==> config.mk <==
export PLATFORM = sky130hd
export DESIGN_NAME = mem_stage
export DESIGN_NICKNAME = d
export VERILOG_FILES = /design/src/rtl/mem_stage_pkg.sv /design/src/rtl/mem_stage_bus_if.sv /design/src/rtl/mem_stage.sv
export SDC_FILE = /design/constraint.sdc
export NUM_CORES = 1
export LEC_CHECK = 0
export ABC_AREA = 1
export ABC_CLOCK_PERIOD_IN_PS = 4800
export CORE_UTILIZATION = 49
export DETAILED_ROUTE_END_ITERATION = 10
export PLACE_DENSITY = 0.86
export SYNTH_ARGS = -nofsm -noshare
export SYNTH_HDL_FRONTEND = slang
export SYNTH_HIERARCHICAL = 1
export SYNTH_SLANG_ARGS = --single-unit
export TNS_END_PERCENT = 10
==> constraint.sdc <==
create_clock -name clk -period 4.8 [get_ports clk]
set_input_delay 0.72 -clock clk [delete_from_list [all_inputs] [get_ports clk]]
set_output_delay 0.72 -clock clk [all_outputs]
set_load 0.01 [all_outputs]
==> src/rtl/mem_stage_pkg.sv <==
// Shared widths, encodings and MEM pipeline register payload for the memory stage.
package mem_stage_pkg;

  localparam int unsigned WORD_DATA_W = 32;
  localparam int unsigned WORD_ADDR_W = 30;
  localparam int unsigned REG_ADDR_W  = 5;
  localparam int unsigned MEM_OP_W    = 2;
  localparam int unsigned CTRL_OP_W   = 2;
  localparam int unsigned ISA_EXP_W   = 3;
  localparam int unsigned BYTE_OFS_W  = 2;

  localparam logic [MEM_OP_W-1:0] MEM_OP_NOP = 2'd0;
  localparam logic [MEM_OP_W-1:0] MEM_OP_LDW = 2'd1;
  localparam logic [MEM_OP_W-1:0] MEM_OP_STW = 2'd2;

  localparam logic [CTRL_OP_W-1:0] CTRL_OP_NOP = 2'd0;

  localparam logic [ISA_EXP_W-1:0] ISA_EXP_NO_EXP     = 3'd0;
  localparam logic [ISA_EXP_W-1:0] ISA_EXP_MISS_ALIGN = 3'd4;

  localparam logic BUS_READ  = 1'b1;
  localparam logic BUS_WRITE = 1'b0;

  typedef enum logic [1:0] {
    MEM_STATE_IDLE   = 2'd0,
    MEM_STATE_REQ    = 2'd1,
    MEM_STATE_ACCESS = 2'd2
  } mem_state_e;

  typedef struct packed {
    logic [WORD_ADDR_W-1:0] pc;
    logic                   en;
    logic                   br_flag;
    logic [CTRL_OP_W-1:0]   ctrl_op;
    logic [REG_ADDR_W-1:0]  dst_addr;
    logic                   gpr_we_;
    logic [ISA_EXP_W-1:0]   exp_code;
    logic [WORD_DATA_W-1:0] out;
  } mem_reg_t;

  // Pipeline bubble: invalid, no register write, no exception.
  function automatic mem_reg_t mem_bubble();
    mem_reg_t b;
    b.pc       = '0;
    b.en       = 1'b0;
    b.br_flag  = 1'b0;
    b.ctrl_op  = CTRL_OP_NOP;
    b.dst_addr = '0;
    b.gpr_we_  = 1'b1;
    b.exp_code = ISA_EXP_NO_EXP;
    b.out      = '0;
    return b;
  endfunction

endpackage

==> src/rtl/mem_stage_bus_if.sv <==
// Bus master: request/grant/ready handshake FSM with registered bus outputs and read-data capture.
module bus_if
  import mem_stage_pkg::*;
(
  input  logic                   clk,
  input  logic                   reset_,
  input  logic                   acc,
  input  logic                   flush,
  input  logic [MEM_OP_W-1:0]    mem_op,
  input  logic [WORD_ADDR_W-1:0] addr,
  input  logic [WORD_DATA_W-1:0] wr_data,
  input  logic [WORD_DATA_W-1:0] bus_rd_data,
  input  logic                   bus_rdy_,
  input  logic                   bus_grnt_,
  output logic                   bus_req_,
  output logic                   bus_as_,
  output logic                   bus_rw,
  output logic [WORD_ADDR_W-1:0] bus_addr,
  output logic [WORD_DATA_W-1:0] bus_wr_data,
  output mem_state_e             state,
  output logic [WORD_DATA_W-1:0] rd_data_c
);

  logic [WORD_DATA_W-1:0] rd_data_q;
  logic                   done_c;

  // Completing access: ACCESS with ready sampled low.
  assign done_c    = (state == MEM_STATE_ACCESS) && !bus_rdy_;
  // Read data is forwarded in the completion cycle so the MEM register loads on that edge.
  assign rd_data_c = done_c ? bus_rd_data : rd_data_q;

  // Handshake FSM; bus address/direction/data are latched when the request is raised.
  always_ff @(posedge clk) begin
    if (reset_) begin
      state       <= MEM_STATE_IDLE;
      bus_req_    <= 1'b1;
      bus_as_     <= 1'b1;
      bus_rw      <= BUS_READ;
      bus_addr    <= '0;
      bus_wr_data <= '0;
      rd_data_q   <= '0;
    end else begin
      case (state)
        MEM_STATE_IDLE: begin
          if (acc && !flush) begin
            state       <= MEM_STATE_REQ;
            bus_req_    <= 1'b0;
            bus_rw      <= (mem_op == MEM_OP_LDW) ? BUS_READ : BUS_WRITE;
            bus_addr    <= addr;
            bus_wr_data <= wr_data;
          end
        end
        MEM_STATE_REQ: begin
          if (!bus_grnt_) begin
            state   <= MEM_STATE_ACCESS;
            bus_as_ <= 1'b0;
          end
        end
        MEM_STATE_ACCESS: begin
          if (!bus_rdy_) begin
            if (bus_rw == BUS_READ) begin
              rd_data_q <= bus_rd_data;
            end
            state    <= MEM_STATE_IDLE;
            bus_req_ <= 1'b1;
            bus_as_  <= 1'b1;
          end
        end
        default: begin
          state    <= MEM_STATE_IDLE;
          bus_req_ <= 1'b1;
          bus_as_  <= 1'b1;
        end
      endcase
    end
  end

endmodule

==> src/rtl/mem_stage.sv <==
// Memory-access pipeline stage: alignment check, stall decode and MEM pipeline register.
module mem_stage
  import mem_stage_pkg::*;
(
  input  logic                   clk,
  input  logic                   reset_,
  input  logic                   Stall,
  input  logic                   Flush,
  input  logic [WORD_ADDR_W-1:0] EXPC,
  input  logic                   EXEn,
  input  logic                   EXBrFlag,
  input  logic [MEM_OP_W-1:0]    EXMemOp,
  input  logic [WORD_DATA_W-1:0] EXMemWrData,
  input  logic [CTRL_OP_W-1:0]   EXCtrlOp,
  input  logic [REG_ADDR_W-1:0]  EXDstAddr,
  input  logic                   EXGPRWE_,
  input  logic [ISA_EXP_W-1:0]   EXExpCode,
  input  logic [WORD_DATA_W-1:0] EXOut,
  input  logic [WORD_DATA_W-1:0] BusRdData,
  input  logic                   BusRdy_,
  input  logic                   BusGrnt_,
  output logic                   BusReq_,
  output logic                   BusAS_,
  output logic                   BusRW,
  output logic [WORD_ADDR_W-1:0] BusAddr,
  output logic [WORD_DATA_W-1:0] BusWrData,
  output logic                   Busy,
  output logic [WORD_ADDR_W-1:0] MEMPC,
  output logic                   MEMEn,
  output logic                   MEMBrFlag,
  output logic [CTRL_OP_W-1:0]   MEMCtrlOp,
  output logic [REG_ADDR_W-1:0]  MEMDstAddr,
  output logic                   MEMGPRWE_,
  output logic [ISA_EXP_W-1:0]   MEMExpCode,
  output logic [WORD_DATA_W-1:0] MEMOut
);

  logic                   mem_op_c;
  logic                   aligned_c;
  logic                   acc_c;
  logic                   misalign_c;
  mem_state_e             state;
  logic [WORD_DATA_W-1:0] rd_data_c;
  mem_reg_t               mem_q;
  mem_reg_t               mem_d;

  assign mem_op_c   = EXEn && (EXMemOp != MEM_OP_NOP);
  assign aligned_c  = (EXOut[BYTE_OFS_W-1:0] == BYTE_OFS_W'(0));
  assign acc_c      = mem_op_c && (EXExpCode == ISA_EXP_NO_EXP) && aligned_c;
  assign misalign_c = mem_op_c && !aligned_c;

  // Hold the pipeline until the bus access completes; drops in the ready cycle.
  assign Busy = ((state == MEM_STATE_IDLE) && acc_c) ||
                (state == MEM_STATE_REQ) ||
                ((state == MEM_STATE_ACCESS) && BusRdy_);

  bus_if u_bus_if (
    .clk         (clk),
    .reset_      (reset_),
    .acc         (acc_c),
    .flush       (Flush),
    .mem_op      (EXMemOp),
    .addr        (EXOut[WORD_DATA_W-1:BYTE_OFS_W]),
    .wr_data     (EXMemWrData),
    .bus_rd_data (BusRdData),
    .bus_rdy_    (BusRdy_),
    .bus_grnt_   (BusGrnt_),
    .bus_req_    (BusReq_),
    .bus_as_     (BusAS_),
    .bus_rw      (BusRW),
    .bus_addr    (BusAddr),
    .bus_wr_data (BusWrData),
    .state       (state),
    .rd_data_c   (rd_data_c)
  );

  // Next MEM register value: bubble, misalignment exception, or pass-through with result select.
  always_comb begin
    mem_d          = mem_bubble();
    mem_d.pc       = EXPC;
    mem_d.en       = EXEn;
    mem_d.br_flag  = EXBrFlag;
    mem_d.ctrl_op  = EXCtrlOp;
    mem_d.dst_addr = EXDstAddr;
    mem_d.gpr_we_  = EXGPRWE_;
    mem_d.exp_code = EXExpCode;
    case (EXMemOp)
      MEM_OP_LDW: mem_d.out = rd_data_c;
      MEM_OP_STW: mem_d.out = '0;
      default:    mem_d.out = EXOut;
    endcase
    if (Flush) begin
      mem_d = mem_bubble();
    end else if (misalign_c && (EXExpCode == ISA_EXP_NO_EXP)) begin
      mem_d.ctrl_op  = CTRL_OP_NOP;
      mem_d.dst_addr = '0;
      mem_d.gpr_we_  = 1'b1;
      mem_d.exp_code = ISA_EXP_MISS_ALIGN;
      mem_d.out      = '0;
    end
  end

  // MEM pipeline register; loads only when the pipeline advances.
  always_ff @(posedge clk) begin
    if (reset_) begin
      mem_q <= mem_bubble();
    end else if (!Stall && !Busy) begin
      mem_q <= mem_d;
    end
  end

  assign MEMPC      = mem_q.pc;
  assign MEMEn      = mem_q.en;
  assign MEMBrFlag  = mem_q.br_flag;
  assign MEMCtrlOp  = mem_q.ctrl_op;
  assign MEMDstAddr = mem_q.dst_addr;
  assign MEMGPRWE_  = mem_q.gpr_we_;
  assign MEMExpCode = mem_q.exp_code;
  assign MEMOut     = mem_q.out;

endmodule

* After elaboration in Yosys (flattened, before gate mapping)
Cells that the tools add are included.
Storage, ports and cells: flip-flop bits (word level) 174, bits of input ports 147, output and inout bits 141, word-level logic and storage cells 66
Cells by class: equal/unequal tests 7, mux-type cells 15, bitwise gates (word level) 3, reductions and logical operators 26
Operators by type and width (count):
- 2-to-1 mux 43 bit | 2
- 2-to-1 mux 32 bit | 2
- case mux 32 bit (2 select lines) | 1
- AND reduction 3 bit | 4
- logical AND 1 bit | 10
- 2-to-1 mux 2 bit | 3
- case mux 1 bit (3 select lines) | 2
- case mux 2 bit (3 select lines) | 1
- logical NOT 1 bit | 5
- == test 2 x 1 -> 1 bit, second input constant | 2
- == test 2 bit, second input constant | 2
- logical NOT 2 bit | 2
- 2-to-1 mux 1 bit | 4
- != test 2 bit, second input constant | 2
- logical NOT 3 bit | 1
- inverter 1 bit | 3
- logical OR 1 bit | 2
- != test 2 x 1 -> 1 bit, second input constant | 1
- AND reduction 2 bit | 1
- nonzero test 2 bit | 1

* Depth between registers and ports, before layout
Gate-level depths: netlist (run 1).
word-level depth 9, depth in mapped cells 14, gate-level depth less buffers 13

* Cells and area by module
The synthesis (run 1) kept the hierarchy.
Modules (own cells, without submodules):
- bus_if | times used 1, cells each 557, area an instance 4015.1 µm², sequential area each 1981.9 µm²
- mem_stage | times used 1, cells each 648, area an instance 3933.8 µm², sequential area each 1501.4 µm²

* Worst setup path after synthesis (run 1)
OpenSTA, ideal clock, no wires.
kind input -> output, start in EXMemOp[0], end out Busy, data arrival time 1699 ps, data required time 4080 ps, slack 2381 ps, stages on the path 11, path buffers 2, path through inv_1 -> ha_1 -> inv_1 -> nand2_1 -> nor2_2 -> nand3_1 -> nand2_1 -> nand2_2 -> buf_6 -> buf_6 -> inv_1
On the way: longest elaborated chain between the ends 7
Ends and longest elaborated chain:
- start, declared | RTL line mem_stage.sv:12 | input logic [MEM_OP_W-1:0] EXMemOp,
- nonzero test 2 bit | RTL line mem_stage.sv:47 | assign mem_op_c = EXEn && (EXMemOp != MEM_OP_NOP);
- logical AND 1 bit | RTL line mem_stage.sv:47
- logical AND 1 bit (2 in a row) | RTL line mem_stage.sv:49 | assign acc_c = mem_op_c && (EXExpCode == ISA_EXP_NO_EXP) && aligned_c;
- logical AND 1 bit | RTL line mem_stage.sv:53 | assign Busy = ((state == MEM_STATE_IDLE) && acc_c) ||
- logical OR 1 bit | RTL line mem_stage.sv:53
- logical OR 1 bit | RTL line mem_stage.sv:54 | (state == MEM_STATE_REQ) ||
- end, declared | RTL line mem_stage.sv:27 | output logic Busy,
No other way between the ends.

* Final worst setup path (run 1)
Ends and elaborated chain as after synthesis.

==> impl_metrics.py, run 1 <==
metrics = {
    "synthesis": {
        "synthDistinctLibCells": 25,
        "syn_area_mm2": 0.00795,
        "synth_top_area_frac": 0.438,
        "synth_edf_count": 0,
        "post_synth_inst_count": 1205,
        "yosys_warnings": 6,
        "synth-seq-cells": 174,
        "synth_commonest_cells": "nand2_1 (335), nor2_1 (195), dfxtp_1 (174), nand3_1 (174), a21oi_1 (117)",
        "async_flop_share": 0,
        "seq_area_frac_synth": 0.438,
        "syn_nets": 1354,
        "ys.flop_type": "dfxtp_1",
        "yosysTopAreaCell": "dfxtp_1",
        "synthTopCellsByArea": "dfxtp_1 (44%), nand2_1 (16%), nand3_1 (11%)",
        "syn_area_per_cell_um2": 6.60,
        "yosysMostFrequentCell": "nand2_1",
    },
    "pwr": {
        "p_comb_frac": 0.137,
        "internal-power_mw": 2.62,
        "p_seq_frac": 0.433,
        "pwr_density_cell_mw_per_mm2": 307,
        "pwr-share-clk": 0.430,
        "switching_share": 0.250,
        "netSwitchingPower_mw": 0.872,
        "irDropWorstVdd_mv": 0.230,
        "leakagePower_nw": 4.74,
    },
    "die": {
        "core_mm2": 0.0159,
        "ios": 288,
        "dieArea_mm2": 0.0167,
        "die_h_um": 129,
        "start_util": 0.500,
        "die-width_um": 129,
        "rows": 46,
    },
    "global_route": {
        "busiest_layer": "met2",
        "overflow": 0,
        "grt_pass1_wl_um": 38300,
        "met3_usage": 0.0809,
        "grt_usage": 0.292,
        "gr-usage-met1": 0.358,
        "grt_max_degree": 98,
        "met2_usage": 0.486,
        "grt_pass1_vias": 7575,
        "antenna_found_initial": 0,
    },
    "finish": {
        "stdcell_area_mm2": 0.0114,
        "multi_input_area_mm2": 0.00377,
        "layout-drive-gt1-share": 0.0409,
        "area_delta_synth_final_pct": 42.9,
        "n_antenna_cell": 0,
        "regArea_mm2": 0.00348,
        "nets": 1578,
        "final_cells": 1658,
        "fill_cells": 1383,
    },
    "worst_setup_path": {
        "crit_required_ps": 4080,
        "worst-endpoint-arrival_ps": 2930,
        "reg2reg_depth": 6,
        "end_kind": "output pin",
        "cp_max_fo": 51,
        "crit_type": "input port to output pin",
        "start_kind": "input port",
    },
    "clock_tree": {
        "hold_buffers": 0,
        "cts_sinks": 174,
        "cts-buffers-inserted": 17,
        "cts_tree": "built",
        "clk_pin_slew_ps": 70,
        "cts_root_buf": "clkbuf_16",
        "cts-resized-gates": 0,
        "post_cts_buffers": 0,
        "h-tree-depth": 4,
        "clock_latency_ps": 430,
        "clk_path_buf_depth": 2,
    },
    "sta": {
        "setup_viol": 0,
        "clock.fmax_mhz": 274,
        "setup_ws_ps": 1150,
        "tns_ps": 0,
        "finalMaxSlewViolations": 0,
        "slew_headroom": 0.243,
        "rsz0062_at_grt": "false",
        "post-route-period-util": 0.761,
        "skew_ps": 9.58,
        "report.final.hold_viol_count": 0,
        "min_period_ps": 3650,
        "holdWs_ps": 463,
        "worst_pin_slew_ps": 1130,
    },
    "routing": {
        "antenna_left": 0,
        "wl_per_cell_um": 15.2,
        "vias": 8582,
        "drt_wl_total_um": 25200,
        "first_iter_violations": 708,
        "drt-pass1-iter-count": 5,
        "drc": 0,
        "avgViaCountPerCell": 5.18,
    },
    "placement": {
        "dp.cells": 1626,
        "dp_slack_ps": 1150,
        "dpl-instance-area_mm2": 0.0107,
        "hpwlAfterDp_um": 16700,
        "gp_congestion": 0.813,
        "io_buffers": 287,
    },
    "status": {
        "status": "complete, no violations",
    },
    "flow_run": {
        "cap_viol_max_count": 0,
    },
    "worst_hold_path": {
        "hp-class": "register to register",
        "min_path_cells": 2,
    },
}
## metal layers
metal	routed length [um]	vias up
li1	-	4291
met5	0	-
met2	11700	332
met3	2370	38
met1	10500	3921
met4	602	0
## area by class of cell
| cell class | count | share of cell area |
|---|---|---|
| clock buffer | 17 | 0.0374 |
| inverter | 64 | 0.0213 |
| sequential | 174 | 0.307 |
| clock inverter | 15 | 0.0184 |
| timing repair buffer | 300 | 0.261 |
| multi-input combinational | 872 | 0.332 |
| tap | 216 | 0.0238 |
## sequential cells by signal, summed over array words and instances (netlist names), 2 cells and up
register,count
MEMCtrlOp,2
MEMDstAddr,5
MEMExpCode,3
MEMOut,32
MEMPC,30
u_bus_if/bus_addr,30
u_bus_if/bus_wr_data,32
u_bus_if/rd_data_q,32
u_bus_if/state,2
## path summary, 6_finish.rpt
check,startpoint,end,slack (ps)
max,EXMemOp[0],Busy,1150
min,u_bus_if/bus_addr[18],u_bus_if/bus_addr[18],460
max reg2reg,u_bus_if/state[1],u_bus_if/rd_data_q[9],1980
min reg2reg,u_bus_if/bus_addr[18],u_bus_if/bus_addr[18],460
## per-stage QoR
stage	util	power, mW
after floorplan	-	1.75
after global placement	0.675	2.01
after detailed placement	0.675	2.02
after CTS	0.715	3.50
after global routing	0.715	3.61
final	0.715	3.49
## cells in the final DEF (no fill, tap or decap)
cell and instances:
clkinv_2 3, clkinvlp_4 2, clkinv_1 1, o21ai_1 1, o21ai_0 34, buf_4 13
clkinv_4 2, clkbuf_16 17, inv_6 4, nor2_2 1, clkdlybuf4s50_1 286, nand3_2 1
nor2_1 194, nand3_1 174, nand2_2 2, nor2_4 2, a21oi_1 117, inv_1 57
a31oi_1 1, buf_2 1, ha_1 2, bufinv_16 4, nand3b_1 1, inv_8 1
nand2_4 1, inv_2 5, a22oi_1 7, nand2_1 334, dfxtp_1 174
## critical path, cell delays in order
cell and delay (ps):
clkdlybuf4s50_1 500, inv_1 50, ha_1 230, inv_1 80, nand2_1 60, nor2_2 90, nand3_1 90, nand2_1 110
nand2_4 300, inv_1 130, clkdlybuf4s50_1 540
## power by group through the flow
stage	clock, mW	sequential (mW)	combinational, mW
finish	1.50	1.51	0.478
global route	1.58	1.51	0.522
CTS	1.52	1.51	0.477
detailed placement	0	1.54	0.474
global placement	0	1.54	0.468
floorplan	0	1.56	0.189
## cells by family (layout without fill, tap and decap cells)
| group | after synthesis | after routing | share of synthesized area |
|---|---|---|---|
| compound gates | 160 | 160 | 0.103 |
| flops | 174 | 174 | 0.438 |
| buf+inv | 159 | 396 | 0.0897 |
| fa+ha+maj | 2 | 2 | 0.00315 |
| simple gates | 710 | 710 | 0.366 |
Note: power is estimated with default switching activity, not from simulation.
==> run 2, diff against run 1 <==
- ABC_CLOCK_PERIOD_IN_PS: 4800 -> 3000
- CORE_UTILIZATION: 49 -> 41
- PLACE_DENSITY: 0.86 -> 0.76
- clock period: 4.8 -> 3 ns (I/O delays scaled with it)
==> run 2 against run 1 <==
Against the previous run:
- first-iteration DRC count is 19% lower
- global-route usage is 4.1 points lower
- largest cell class unchanged
- critical path type unchanged
- flip-flop and latch count stayed put
==> impl_metrics.py, run 2 (same netlist as run 1, synthesis figures left out) <==
metrics = {
    "worst_setup_path": {
        "cp_max_fo": 3,
        "cp_num_buf_inv": 5,
        "path_cells": "clkdlybuf4s50_1 > inv_1 > ha_1 > inv_1 > nand2_1 > nor2_2 > nand3_1 > nand2_1 > nand2_4 > inv_1 > clkdlybuf4s50_1",
        "start_kind": "input port",
        "cp_top_family": "buffers and inverters",
        "end_kind": "output pin",
        "critPathMostFrequentCell": "inv_1",
        "crit_type": "input port to output pin",
        "cp_slowest_cell": "clkdlybuf4s50_1",
        "crit_required_ps": 2550,
        "crit_path_max_incr_delay_ps": 530,
        "worst-endpoint-arrival_ps": 2420,
    },
    "pwr": {
        "switching_share": 0.264,
        "p_comb_frac": 0.143,
        "leakagePower_nw": 4.78,
        "pwr-share-clk": 0.410,
        "netSwitchingPower_mw": 1.43,
        "pwr_density_cell_mw_per_mm2": 471,
        "p_seq_frac": 0.447,
        "internal-power_mw": 3.98,
        "irDropWorstVdd_mv": 0.411,
        "finalPower_mw": 5.41,
    },
    "finish": {
        "area_delta_synth_final_pct": 44.6,
        "layout_common_cells": "nand2_1 (334), clkdlybuf4s50_1 (286), nor2_1 (194)",
        "final_core_util": 0.610,
        "nets": 1587,
        "fill_cells": 1746,
        "multi_input_area_mm2": 0.00377,
        "final_common_cell": "nand2_1",
        "n_antenna_cell": 0,
        "regArea_mm2": 0.00348,
        "layout-drive-gt1-share": 0.0469,
    },
    "routing": {
        "vias": 8401,
        "wl_per_cell_um": 14.8,
        "drt_wl_total_um": 25300,
        "drc": 0,
        "avgViaCountPerCell": 4.91,
        "wirelength_met1_um": 11100,
        "antenna_left": 0,
        "met2_length_um": 11500,
        "wl_met3_um": 2180,
        "first_iter_violations": 571,
        "routed.top_layer": "met4",
        "drt-pass1-iter-count": 7,
    },
    "die": {
        "ios": 288,
        "dieArea_mm2": 0.0199,
        "rows": 50,
        "die_h_um": 141,
        "start_util": 0.422,
        "die-width_um": 141,
        "core_mm2": 0.0188,
    },
    "clock_tree": {
        "cts_root_buf": "clkbuf_16",
        "cts-buffers-inserted": 17,
        "clock_latency_ps": 430,
        "h-tree-depth": 4,
        "clk_pin_slew_ps": 70,
        "cts_tree": "built",
        "cts_sinks": 174,
        "cts-resized-gates": 0,
        "post_cts_buffers": 0,
        "clk_path_buf_depth": 2,
        "hold_buffers": 0,
    },
    "sta": {
        "post-route-period-util": 0.955,
        "tns_ps": 0,
        "rsz0062_at_grt": "false",
        "skew_ps": 7.81,
        "worst_pin_slew_ps": 846,
        "report.final.hold_viol_count": 0,
        "finalMaxSlewViolations": 0,
        "setup_viol": 0,
        "min_period_ps": 2870,
        "slew_headroom": 0.435,
        "clock.fmax_mhz": 349,
    },
    "placement": {
        "hpwlAfterDp_um": 17400,
        "io_buffers": 287,
        "gp_congestion": 0.814,
    },
    "global_route": {
        "grt_max_degree": 99,
        "antenna_found_initial": 0,
        "grt_usage": 0.250,
        "overflow": 0,
        "grt_pass1_wl_um": 39300,
        "grt_pass1_vias": 7532,
    },
    "worst_hold_path": {
        "hp-class": "input port to register",
    },
    "status": {
        "status": "complete, no violations",
    },
    "flow_run": {
        "cap_viol_max_count": 0,
    },
}
[run 2: changes by cell type in the layout (fill, tap and decap cells not counted), sizes merged]
cell,delta
buf,+9
bufinv,-3
clkbuf,+1
clkinv,-1
clkinvlp,+2
inv,+1
[run 2: per-layer routing]
metal / vias to the layer above / track usage
met1: 3752 / 0.335
li1: 4301 / -
met3: 29 / 0.0669
met4: 0 / 0.0749
met5: - / 0
met2: 319 / 0.392
[run 2: worst paths after layout]
path                           start                      end  slack, ps  depth (start not counted)
max                       EXMemOp[0]                     Busy        130                         11
min                           reset_    u_bus_if/bus_addr[13]        440                          2
max reg2reg        u_bus_if/state[1]   u_bus_if/rd_data_q[22]        870                          6
min reg2reg  u_bus_if/bus_wr_data[3]  u_bus_if/bus_wr_data[3]        460                          2
[run 2: power groups by stage]
stage               registers, mW  clock network (mW)  logic, mW
floorplan                    2.50                   0      0.303
global placement             2.47                   0      0.767
detailed placement           2.47                   0      0.771
CTS                          2.42                2.26      0.775
global route                 2.42                2.35      0.846
finish                       2.42                2.22      0.774
[run 2: final cells by class]
class                   count  share of cell area
well taps                 260              0.0283
multi-input cells         872               0.328
clock buffers              18              0.0382
flip-flops and latches    174               0.303
clock inverters            14              0.0134
inverters                  64              0.0210
repair buffers            309               0.268
[run 2: per-stage QoR]
stage                     cell area, um^2  setup WS (ps)  instances  hold slack [ps]
after floorplan                      7950           1120       1205              454
after global placement              10900            190       1679              445
after detailed placement            10900            152       1679              452
after CTS                           11500            154       1711              422
after global routing                11500           23.0       1711              439
final                               11500            134       1711              436
==> run 3, diff against run 2 <==
- ABC_CLOCK_PERIOD_IN_PS: 3000 -> 3550
- CORE_UTILIZATION: 41 -> 49
- PLACE_DENSITY: 0.76 -> 0.86
- clock period: 3 -> 3.55 ns (I/O delays scaled with it)
==> run 3 against run 2 <==
Against the previous run:
- worst setup slack better by 390 ps
- wire length down 2.0%
- combinational power shrank 16%
- highest routed layer unchanged
- hold slack improved by 23 ps
- utilization grew 11 points
- sequential power is 16% lower
- flip-flop and latch count unchanged
- register-to-register slack improved by 560 ps
- largest cell class unchanged
==> impl_metrics.py, run 3 (same netlist as run 1, synthesis figures left out) <==
metrics = {
    "clock_tree": {
        "clk_pin_slew_ps": 60,
        "h-tree-depth": 4,
        "post_cts_buffers": 0,
        "clk_path_buf_depth": 2,
        "cts-resized-gates": 0,
        "hold_buffers": 0,
        "cts_sinks": 174,
        "cts_root_buf": "clkbuf_16",
        "clock_latency_ps": 430,
        "cts-buffers-inserted": 17,
        "cts_tree": "built",
    },
    "worst_setup_path": {
        "path_cells": "clkdlybuf4s50_1 > inv_1 > ha_1 > inv_1 > nand2_1 > nor2_2 > nand3_1 > nand2_1 > nand2_4 > inv_1 > clkdlybuf4s50_1",
        "end_kind": "output pin",
        "critPathMostFrequentCell": "inv_1",
        "cp_top_family": "buffers and inverters",
        "worst-endpoint-arrival_ps": 2490,
        "cp-startpoint": "EXMemOp[0]",
        "worstReg2RegStart": "u_bus_if/state[1]",
        "cp_num_buf_inv": 5,
        "crit_required_ps": 3020,
        "start_kind": "input port",
        "crit_type": "input port to output pin",
        "cp_slowest_cell": "clkdlybuf4s50_1",
        "crit_path_max_incr_delay_ps": 550,
        "cp_max_fo": 3,
    },
    "sta": {
        "report.final.hold_viol_count": 0,
        "min_period_ps": 3020,
        "worst_pin_slew_ps": 970,
        "rsz0062_at_grt": "false",
        "clock.fmax_mhz": 331,
        "tns_ps": 0,
        "finalMaxSlewViolations": 0,
        "setup_viol": 0,
        "post-route-period-util": 0.851,
        "slew_headroom": 0.352,
        "holdWs_ps": 459,
        "skew_ps": 5.77,
    },
    "global_route": {
        "overflow": 0,
        "antenna_found_initial": 0,
        "grt_pass1_wl_um": 38400,
        "grt_pass1_vias": 7753,
        "grt_max_degree": 98,
        "grt_usage": 0.292,
    },
    "placement": {
        "gp_congestion": 0.817,
        "io_buffers": 287,
        "hpwlAfterDp_um": 16800,
        "dp.cells": 1633,
    },
    "finish": {
        "final_cells": 1664,
        "layout-drive-gt1-share": 0.0449,
        "final_core_util": 0.716,
        "nets": 1585,
        "final_common_cell": "nand2_1",
        "n_antenna_cell": 0,
        "layout_common_cells": "nand2_1 (334), clkdlybuf4s50_1 (286), nor2_1 (194)",
        "fill_cells": 1341,
        "area_delta_synth_final_pct": 43.1,
    },
    "pwr": {
        "finalPower_mw": 4.54,
        "irDropWorstVdd_mv": 0.336,
        "pwr_density_cell_mw_per_mm2": 399,
        "leakagePower_nw": 4.75,
    },
    "die": {
        "ios": 288,
        "start_util": 0.500,
        "die-width_um": 129,
        "rows": 46,
        "die_h_um": 129,
        "core_mm2": 0.0159,
        "dieArea_mm2": 0.0167,
    },
    "routing": {
        "drc": 0,
        "antenna_left": 0,
        "drt-pass1-iter-count": 5,
        "vias": 8512,
        "first_iter_violations": 670,
        "drt_wl_total_um": 24800,
        "avgViaCountPerCell": 5.12,
        "wl_per_cell_um": 14.9,
    },
    "worst_hold_path": {
        "hp-class": "register to register",
        "min-delay-start": "MEMGPRWE_",
    },
    "status": {
        "status": "complete, no violations",
    },
    "flow_run": {
        "cap_viol_max_count": 0,
    },
}
run 3: cell types whose count changed in the layout (fill, tap and decap cells not counted):
cell	previous run	this run
clkinv_8	1	0
buf_4	18	19
clkinv_2	1	4
bufinv_16	1	2
inv_8	3	0
inv_6	3	2
buf_12	4	1
run 3: layout make-up:
cell class              count  area, um^2  share of cell area
multi-input cells         872        3770               0.331
flip-flops and latches    174        3480               0.306
inverters                  64         241              0.0212
well taps                 216         270              0.0238
clock inverters            13         140              0.0123
clock buffers              18         439              0.0386
repair buffers            307        3030               0.266
run 3: per-stage QoR:
step	setup WS [ps]	area [um^2]
CTS	544	11400
global route	425	11400
floorplan	1510	7950
detailed placement	551	10800
finish	528	11400
global placement	562	10800
run 3: final timing paths:
check                            endpoint  slack [ps]  depth (start not counted)
worst max-delay path                 Busy         530                         11
worst min-delay path            MEMGPRWE_         460                          2
worst max register to register  MEMOut[9]        1430                          7
worst min register to register  MEMGPRWE_         460                          2
run 3: power breakdown:
part | internal [mW] | switching (mW)
Combinational | 0.336 | 0.311
Sequential | 2.01 | 0.0304
Clock | 1.05 | 0.799
Total | 3.40 | 1.14
run 3: worst reg2reg max path: stages, from the launching register on:
cell and delay [ps]:
dfxtp_1 490, o21ai_1 190, nand2_4 120, buf_4 240, buf_4 630, nand3_1 190, nand2_1 100, nor2_1 40
run 3: per-layer routing:
metal	part of all wire	global-route usage
met5	0	0
met4	0.032	0.126
met3	0.088	0.0813
met2	0.46	0.455
met1	0.42	0.378
